## src/rtl/uart_pkg.sv

```systemverilog
// Framing constants and FSM state type shared by the UART transmitter and receiver,
// so that both ends always agree on the frame layout.
package uart_pkg;

    localparam int CLKS_PER_BIT_DEFAULT = 864;
    localparam int DATA_BITS            = 8;

    localparam logic START_BIT = 1'b0;
    localparam logic STOP_BIT  = 1'b1;

    typedef enum logic [2:0] {
        IDLE,
        START,
        DATA,
        PARITY,
        STOP
    } uart_state_e;

endpackage

```

## src/rtl/uart_transmitter_sync_fifo.sv

```systemverilog
// Single-clock FIFO with registered occupancy; a push into a full FIFO is still
// accepted when a pop happens in the same cycle.
module sync_fifo #(
    parameter int WIDTH = 8,
    parameter int DEPTH = 256
) (
    input  logic                     clk,
    input  logic                     reset,
    input  logic                     push_i,
    input  logic [WIDTH-1:0]         wdata_i,
    input  logic                     pop_i,
    output logic [WIDTH-1:0]         rdata_o,
    output logic                     full_o,
    output logic                     empty_o,
    output logic [$clog2(DEPTH):0]   count_o
);

    localparam int AW = $clog2(DEPTH);

    logic [WIDTH-1:0] mem_q [DEPTH];
    logic [AW-1:0]    wr_ptr_q;
    logic [AW-1:0]    rd_ptr_q;
    logic [AW:0]      count_q;
    logic             do_push;
    logic             do_pop;

    assign full_o  = (count_q == (AW+1)'(DEPTH));
    assign empty_o = (count_q == '0);
    assign do_pop  = pop_i && !empty_o;
    assign do_push = push_i && (!full_o || do_pop);
    assign rdata_o = mem_q[rd_ptr_q];
    assign count_o = count_q;

    // Pointers are exactly AW bits wide, so they wrap modulo DEPTH on their own.
    always_ff @(posedge clk) begin
        if (reset) begin
            wr_ptr_q <= '0;
            rd_ptr_q <= '0;
            count_q  <= '0;
        end else begin
            if (do_push) wr_ptr_q <= wr_ptr_q + 1'b1;
            if (do_pop)  rd_ptr_q <= rd_ptr_q + 1'b1;
            case ({do_push, do_pop})
                2'b10:   count_q <= count_q + 1'b1;
                2'b01:   count_q <= count_q - 1'b1;
                default: count_q <= count_q;
            endcase
        end
    end

    always_ff @(posedge clk) begin
        if (do_push) mem_q[wr_ptr_q] <= wdata_i;
    end

endmodule

```

## src/rtl/uart_transmitter.sv

```systemverilog
// UART transmitter: byte FIFO feeding a 1 start / 8 data / even parity / 1 stop serialiser.
//   state  | meaning
//   IDLE   | line high, waiting for a byte in the FIFO
//   START  | start bit on the line
//   DATA   | data bits, LSB first
//   PARITY | even parity bit
//   STOP   | stop bit; last cycle pops the next byte for a gapless frame
module uart_transmitter
    import uart_pkg::*;
#(
    parameter int CLKS_PER_BIT = CLKS_PER_BIT_DEFAULT,
    parameter int FIFO_DEPTH   = 256
) (
    input  logic                          clk,
    input  logic                          reset,
    input  logic [7:0]                    tx_data,
    input  logic                          tx_valid,
    output logic                          Tx_D,
    output logic                          fifo_full,
    output logic [$clog2(FIFO_DEPTH):0]   fifo_count,
    output logic                          busy,
    output logic                          tx_done,
    output logic                          overflow
);

    localparam int BW = $clog2(CLKS_PER_BIT);
    localparam logic [BW-1:0] BAUD_LAST = BW'(CLKS_PER_BIT - 1);

    uart_state_e   state_q, state_d;
    logic [BW-1:0] baud_q, baud_d;
    logic [2:0]    bit_idx_q, bit_idx_d;
    logic [7:0]    sh_q, sh_d;
    logic          par_q, par_d;
    logic          tx_q, tx_d;
    logic          tx_done_q, tx_done_d;
    logic          overflow_q, overflow_d;
    logic          bit_end;
    logic          pop;
    logic          fifo_empty;
    logic [7:0]    fifo_rdata;

    sync_fifo #(
        .WIDTH (8),
        .DEPTH (FIFO_DEPTH)
    ) u_fifo (
        .clk     (clk),
        .reset   (reset),
        .push_i  (tx_valid),
        .wdata_i (tx_data),
        .pop_i   (pop),
        .rdata_o (fifo_rdata),
        .full_o  (fifo_full),
        .empty_o (fifo_empty),
        .count_o (fifo_count)
    );

    assign bit_end = (baud_q == BAUD_LAST);

    always_comb begin
        state_d    = state_q;
        bit_idx_d  = bit_idx_q;
        sh_d       = sh_q;
        par_d      = par_q;
        pop        = 1'b0;
        baud_d     = (state_q == IDLE || bit_end) ? '0 : baud_q + 1'b1;
        tx_done_d  = (state_q == STOP) && bit_end;

        case (state_q)
            IDLE: begin
                if (!fifo_empty) begin
                    pop     = 1'b1;
                    sh_d    = fifo_rdata;
                    par_d   = ^fifo_rdata;
                    state_d = START;
                end
            end
            START: begin
                if (bit_end) begin
                    bit_idx_d = '0;
                    state_d   = DATA;
                end
            end
            DATA: begin
                if (bit_end) begin
                    sh_d      = sh_q >> 1;
                    bit_idx_d = bit_idx_q + 1'b1;
                    if (bit_idx_q == 3'(DATA_BITS - 1)) state_d = PARITY;
                end
            end
            PARITY: begin
                if (bit_end) state_d = STOP;
            end
            STOP: begin
                if (bit_end) begin
                    if (!fifo_empty) begin
                        pop     = 1'b1;
                        sh_d    = fifo_rdata;
                        par_d   = ^fifo_rdata;
                        state_d = START;
                    end else begin
                        state_d = IDLE;
                    end
                end
            end
            default: state_d = IDLE;
        endcase

        // Line level is registered, so it trails the state by one cycle.
        case (state_q)
            START:   tx_d = START_BIT;
            DATA:    tx_d = sh_q[0];
            PARITY:  tx_d = par_q;
            STOP:    tx_d = STOP_BIT;
            default: tx_d = 1'b1;
        endcase

        overflow_d = overflow_q | (tx_valid && fifo_full && !pop);
    end

    always_ff @(posedge clk) begin
        if (reset) begin
            state_q    <= IDLE;
            baud_q     <= '0;
            bit_idx_q  <= '0;
            sh_q       <= '0;
            par_q      <= 1'b0;
            tx_q       <= 1'b1;
            tx_done_q  <= 1'b0;
            overflow_q <= 1'b0;
        end else begin
            state_q    <= state_d;
            baud_q     <= baud_d;
            bit_idx_q  <= bit_idx_d;
            sh_q       <= sh_d;
            par_q      <= par_d;
            tx_q       <= tx_d;
            tx_done_q  <= tx_done_d;
            overflow_q <= overflow_d;
        end
    end

    assign Tx_D     = tx_q;
    assign busy     = (state_q != IDLE);
    assign tx_done  = tx_done_q;
    assign overflow = overflow_q;

endmodule

```

## config.mk

```make
export PLATFORM = sky130hd
export DESIGN_NAME = uart_transmitter
export DESIGN_NICKNAME = d
export VERILOG_FILES = /design/src/rtl/uart_pkg.sv /design/src/rtl/uart_transmitter_sync_fifo.sv /design/src/rtl/uart_transmitter.sv
export SDC_FILE = /design/constraint.sdc
export NUM_CORES = 2
export LEC_CHECK = 0
export ABC_CLOCK_PERIOD_IN_PS = 4400
export CAP_MARGIN = 20
export CORE_AREA = 2 2 576 578
export CTS_BUF_LIST = sky130_fd_sc_hd__clkbuf_2 sky130_fd_sc_hd__clkbuf_4 sky130_fd_sc_hd__clkbuf_8
export DETAILED_ROUTE_END_ITERATION = 7
export DIE_AREA = 0 0 578 580
export SLEW_MARGIN = 20
export SYNTH_ARGS = -nofsm -noshare
export SYNTH_HDL_FRONTEND = slang
export SYNTH_HIERARCHICAL = 1
export SYNTH_SLANG_ARGS = --single-unit
```

## constraint.sdc

```tcl
create_clock -name clk -period 4.4 [get_ports clk]
set_input_delay 0.88 -clock clk [delete_from_list [all_inputs] [get_ports clk]]
set_output_delay 0.88 -clock clk [all_outputs]
set_load 0.05 [all_outputs]
```

==> results.py <==
metrics = {
    "cts": {
        "clock_path_buffers": 4,
        "clock-sinks": 2109,
        "cts_tree": "built",
        "cts-buffers-inserted": 351,
        "clkTransAtPathRegs_ns": 0.06,
        "htree_levels": 5,
        "worstSkewPairLatency_ns": 1.07,
        "ctsRootBufferMaster": "clkbuf_8",
    },
    "layout": {
        "mostFrequentLayoutCell": "edfxtp_1",
        "final_nets": 4381,
        "final_cell_mix": "edfxtp_1 (2048), mux4_2 (530), clkbuf_8 (363), nor2_1 (314), buf_4 (275)",
        "syn_to_final_growth_pct": 17.4,
        "final_cell_area_mm2": 0.0962,
        "drive_gt1_share_pct": 30.7,
        "layout.cells.non_filler": 8980,
        "post-route-util_pct": 29.2,
    },
    "logic_synthesis": {
        "synth_top_area_share_pct": 75.0,
        "syn-cell-area_mm2": 0.0820,
        "ys_top_cells_by_area": "edfxtp_1 (75%), mux4_2 (15%), dfxtp_1 (1.5%)",
        "synth-seq-cells": 2109,
        "netlist_instances": 3887,
        "yosys_warnings": 6,
        "synth_cell_types": 58,
        "synth-async-reset-ratio_pct": 0,
        "ys_seq_area_share_pct": 76.5,
        "yosys.area.top_type": "edfxtp_1",
        "synth_flop_cell": "edfxtp_1",
        "synth_edf_count": 2048,
        "syn_nets": 3914,
        "syn_avg_cell_area_um2": 21.1,
    },
    "power": {
        "p_leak_nw": 28.8,
        "ir_worst_vdd_v": 0.000268,
        "powerDensity_mw_per_mm2": 499,
    },
    "run": {
        "cap_violations": 0,
    },
    "timing": {
        "setup_viol": 0,
        "skew_ns": 0.109,
        "worst_slew_pin_slew_ns": 1.15,
        "period_needed_ns": 4.26,
        "slew_headroom_pct": 23.5,
        "fin_ws_ns": 0.141,
        "post-route-period-util_pct": 96.8,
        "max_freq_mhz": 235,
        "slew_violations": 0,
        "hold_violations": 0,
    },
    "worst_setup_path": {
        "required_ns": 5.29,
        "worst-path-max-fanout": 55,
        "cp-end-kind": "register",
        "start_kind": "register",
        "crit_type": "register to register",
        "cp.arrival_ns": 5.14,
    },
    "drt": {
        "wl_per_cell_um": 22.4,
        "ant_nets": 0,
        "via_per_inst": 4.57,
        "vias": 41063,
        "post-route-drc-count": 0,
        "drt_iter0_drc": 4159,
        "drt_wl_total_mm": 201,
        "first_pass_iters": 5,
    },
    "floorplanning": {
        "ios": 25,
        "std_cell_rows": 211,
        "start_util_pct": 24.9,
        "die_area_mm2": 0.335,
        "die-width_um": 578,
        "chipHeight_um": 580,
        "core_region_area_mm2": 0.329,
    },
    "global_route": {
        "grt_first_pass_wirelength_mm": 291,
        "track_usage_pct": 11.7,
        "antenna_found_initial": 4,
        "grt_overflow": 0,
        "grt_max_degree": 128,
        "grt_pass1_vias": 41813,
    },
    "placement": {
        "dpl.cell_count": 8366,
        "dp_slack_ns": -0.0702,
        "dp_hpwl_mm": 124,
        "port_buffers": 24,
        "place.gp.congestion": 0.845,
        "placed_area_mm2": 0.0894,
    },
    "status": {
        "status": "complete, no violations",
    },
    "worst_hold_path": {
        "worstHoldStart": "tx_data[7]",
        "min_path_type": "input port to register",
    },
}
layer usage:
metal / vias to the layer above / track usage [%] / part of all wire (%)
li1: 17151 / - / -
met4: 2 / 3.18 / 2.2
met5: - / 0 / 0.0065
met2: 1671 / 18.7 / 48
met1: 21931 / 15.8 / 42
met3: 308 / 3.02 / 8.0
synth_stat cells, drive strengths merged (2+ instances only):
| cell | number |
|---|---|
| edfxtp | 2048 |
| mux4 | 530 |
| nor2 | 316 |
| buf | 123 |
| mux2i | 109 |
| clkbuf | 106 |
| nand2 | 88 |
| a22oi | 87 |
| a21oi | 65 |
| dfxtp | 61 |
| nand3 | 39 |
| o22ai | 34 |
| nor3 | 29 |
| nand4 | 21 |
| a211oi | 20 |
| o221ai | 18 |
| xnor2 | 18 |
| xor2 | 17 |
| ha | 15 |
| nor2b | 15 |
| a31oi | 14 |
| or3 | 14 |
| inv | 13 |
| o21ai | 12 |
| a311oi | 9 |
| and3 | 8 |
| nand2b | 7 |
| o211ai | 7 |
| and2 | 5 |
| nor4 | 5 |
| a21o | 4 |
| a2111oi | 3 |
| a22o | 3 |
| nand3b | 3 |
| o31ai | 3 |
| or2 | 3 |
| and4 | 2 |
| nor3b | 2 |
| o21bai | 2 |
| or3b | 2 |
cells by family after synthesis:
family / count (synthesis) / share of synthesized area (%)
compound gates: 285 / 2.38
xor+xnor: 35 / 0.374
fa+ha+maj: 16 / 0.253
buf+inv: 242 / 1.56
flops: 2109 / 76.5
mux: 639 / 15.9
simple gates: 561 / 3.00
worst paths after layout:
check,to,slack [ns],cells after the start
setup reg to reg,par_q,0.14,12
hold reg to reg,sh_q[1],0.46,2
hold / removal,u_fifo/mem_q[152][7],0.34,1
setup / recovery,par_q,0.14,12
power by group:
group / total [W] / leakage [nW] / internal [W] / switching, W
sequential: 0.0224 / 18.9 / 0.0222 / 0.000191
clock: 0.0167 / 3.56 / 0.00924 / 0.00749
combinational: 0.00894 / 6.35 / 0.00412 / 0.00483
state kept, by name (all words and copies together), names as in the netlist, named ones only:
register,cells
state_q,3
par_q,1
bit_idx_q,3
sh_q,8
Tx_D,1
overflow,1
u_fifo/count_o,9
baud_q,10
tx_done,1
u_fifo/mem_q,2048
u_fifo/wr_ptr_q,8
u_fifo/rd_ptr_q,8
through the flow:
| step | setup TNS (ns) | hold WS, ns | total power (W) |
|---|---|---|---|
| 2_1_floorplan | 0 | 0.426 | 0.0289 |
| 3_3_place_gp | -0.0907 | 0.436 | 0.0317 |
| 3_5_place_dp | -0.0702 | 0.461 | 0.0318 |
| 4_1_cts | 0 | 0.232 | 0.0485 |
| 5_1_grt | -0.0153 | 0.255 | 0.0498 |
| 6_report | 0 | 0.343 | 0.0480 |
worst max-delay path, cell delays in order (launching register included):
cell	delay [ns]
dfxtp_4	0.71
buf_16	0.41
mux4_2	0.58
mux4_2	0.48
nor2b_1	0.16
a211oi_2	0.43
a21oi_1	0.14
nor2_1	0.27
nor3_1	0.13
xnor2_1	0.16
xnor2_1	0.27
xnor2_1	0.17
a21oi_1	0.08
area by class of cell:
class | count | area, um^2
Fill cell | 31832 | 233000
Sequential cell | 2109 | 62700
Multi-Input combinational cell | 1536 | 18000
Clock buffer | 476 | 5830
Tap cell | 4366 | 5460
Timing Repair Buffer | 343 | 3210
Clock inverter | 132 | 890
Inverter | 13 | 48.8
Antenna cell | 5 | 12.5
what timing repair did:
action | in CTS | in global routing
setup endpoints to repair | 1 | 280
buffers inserted | 0 | 0
resized for setup | 1 | 4
endpoints found under the hold margin | 3 | 0
hold buffers | 1 | 0
pin swaps | 0 | 0
Note: power is estimated with default switching activity, not from simulation.
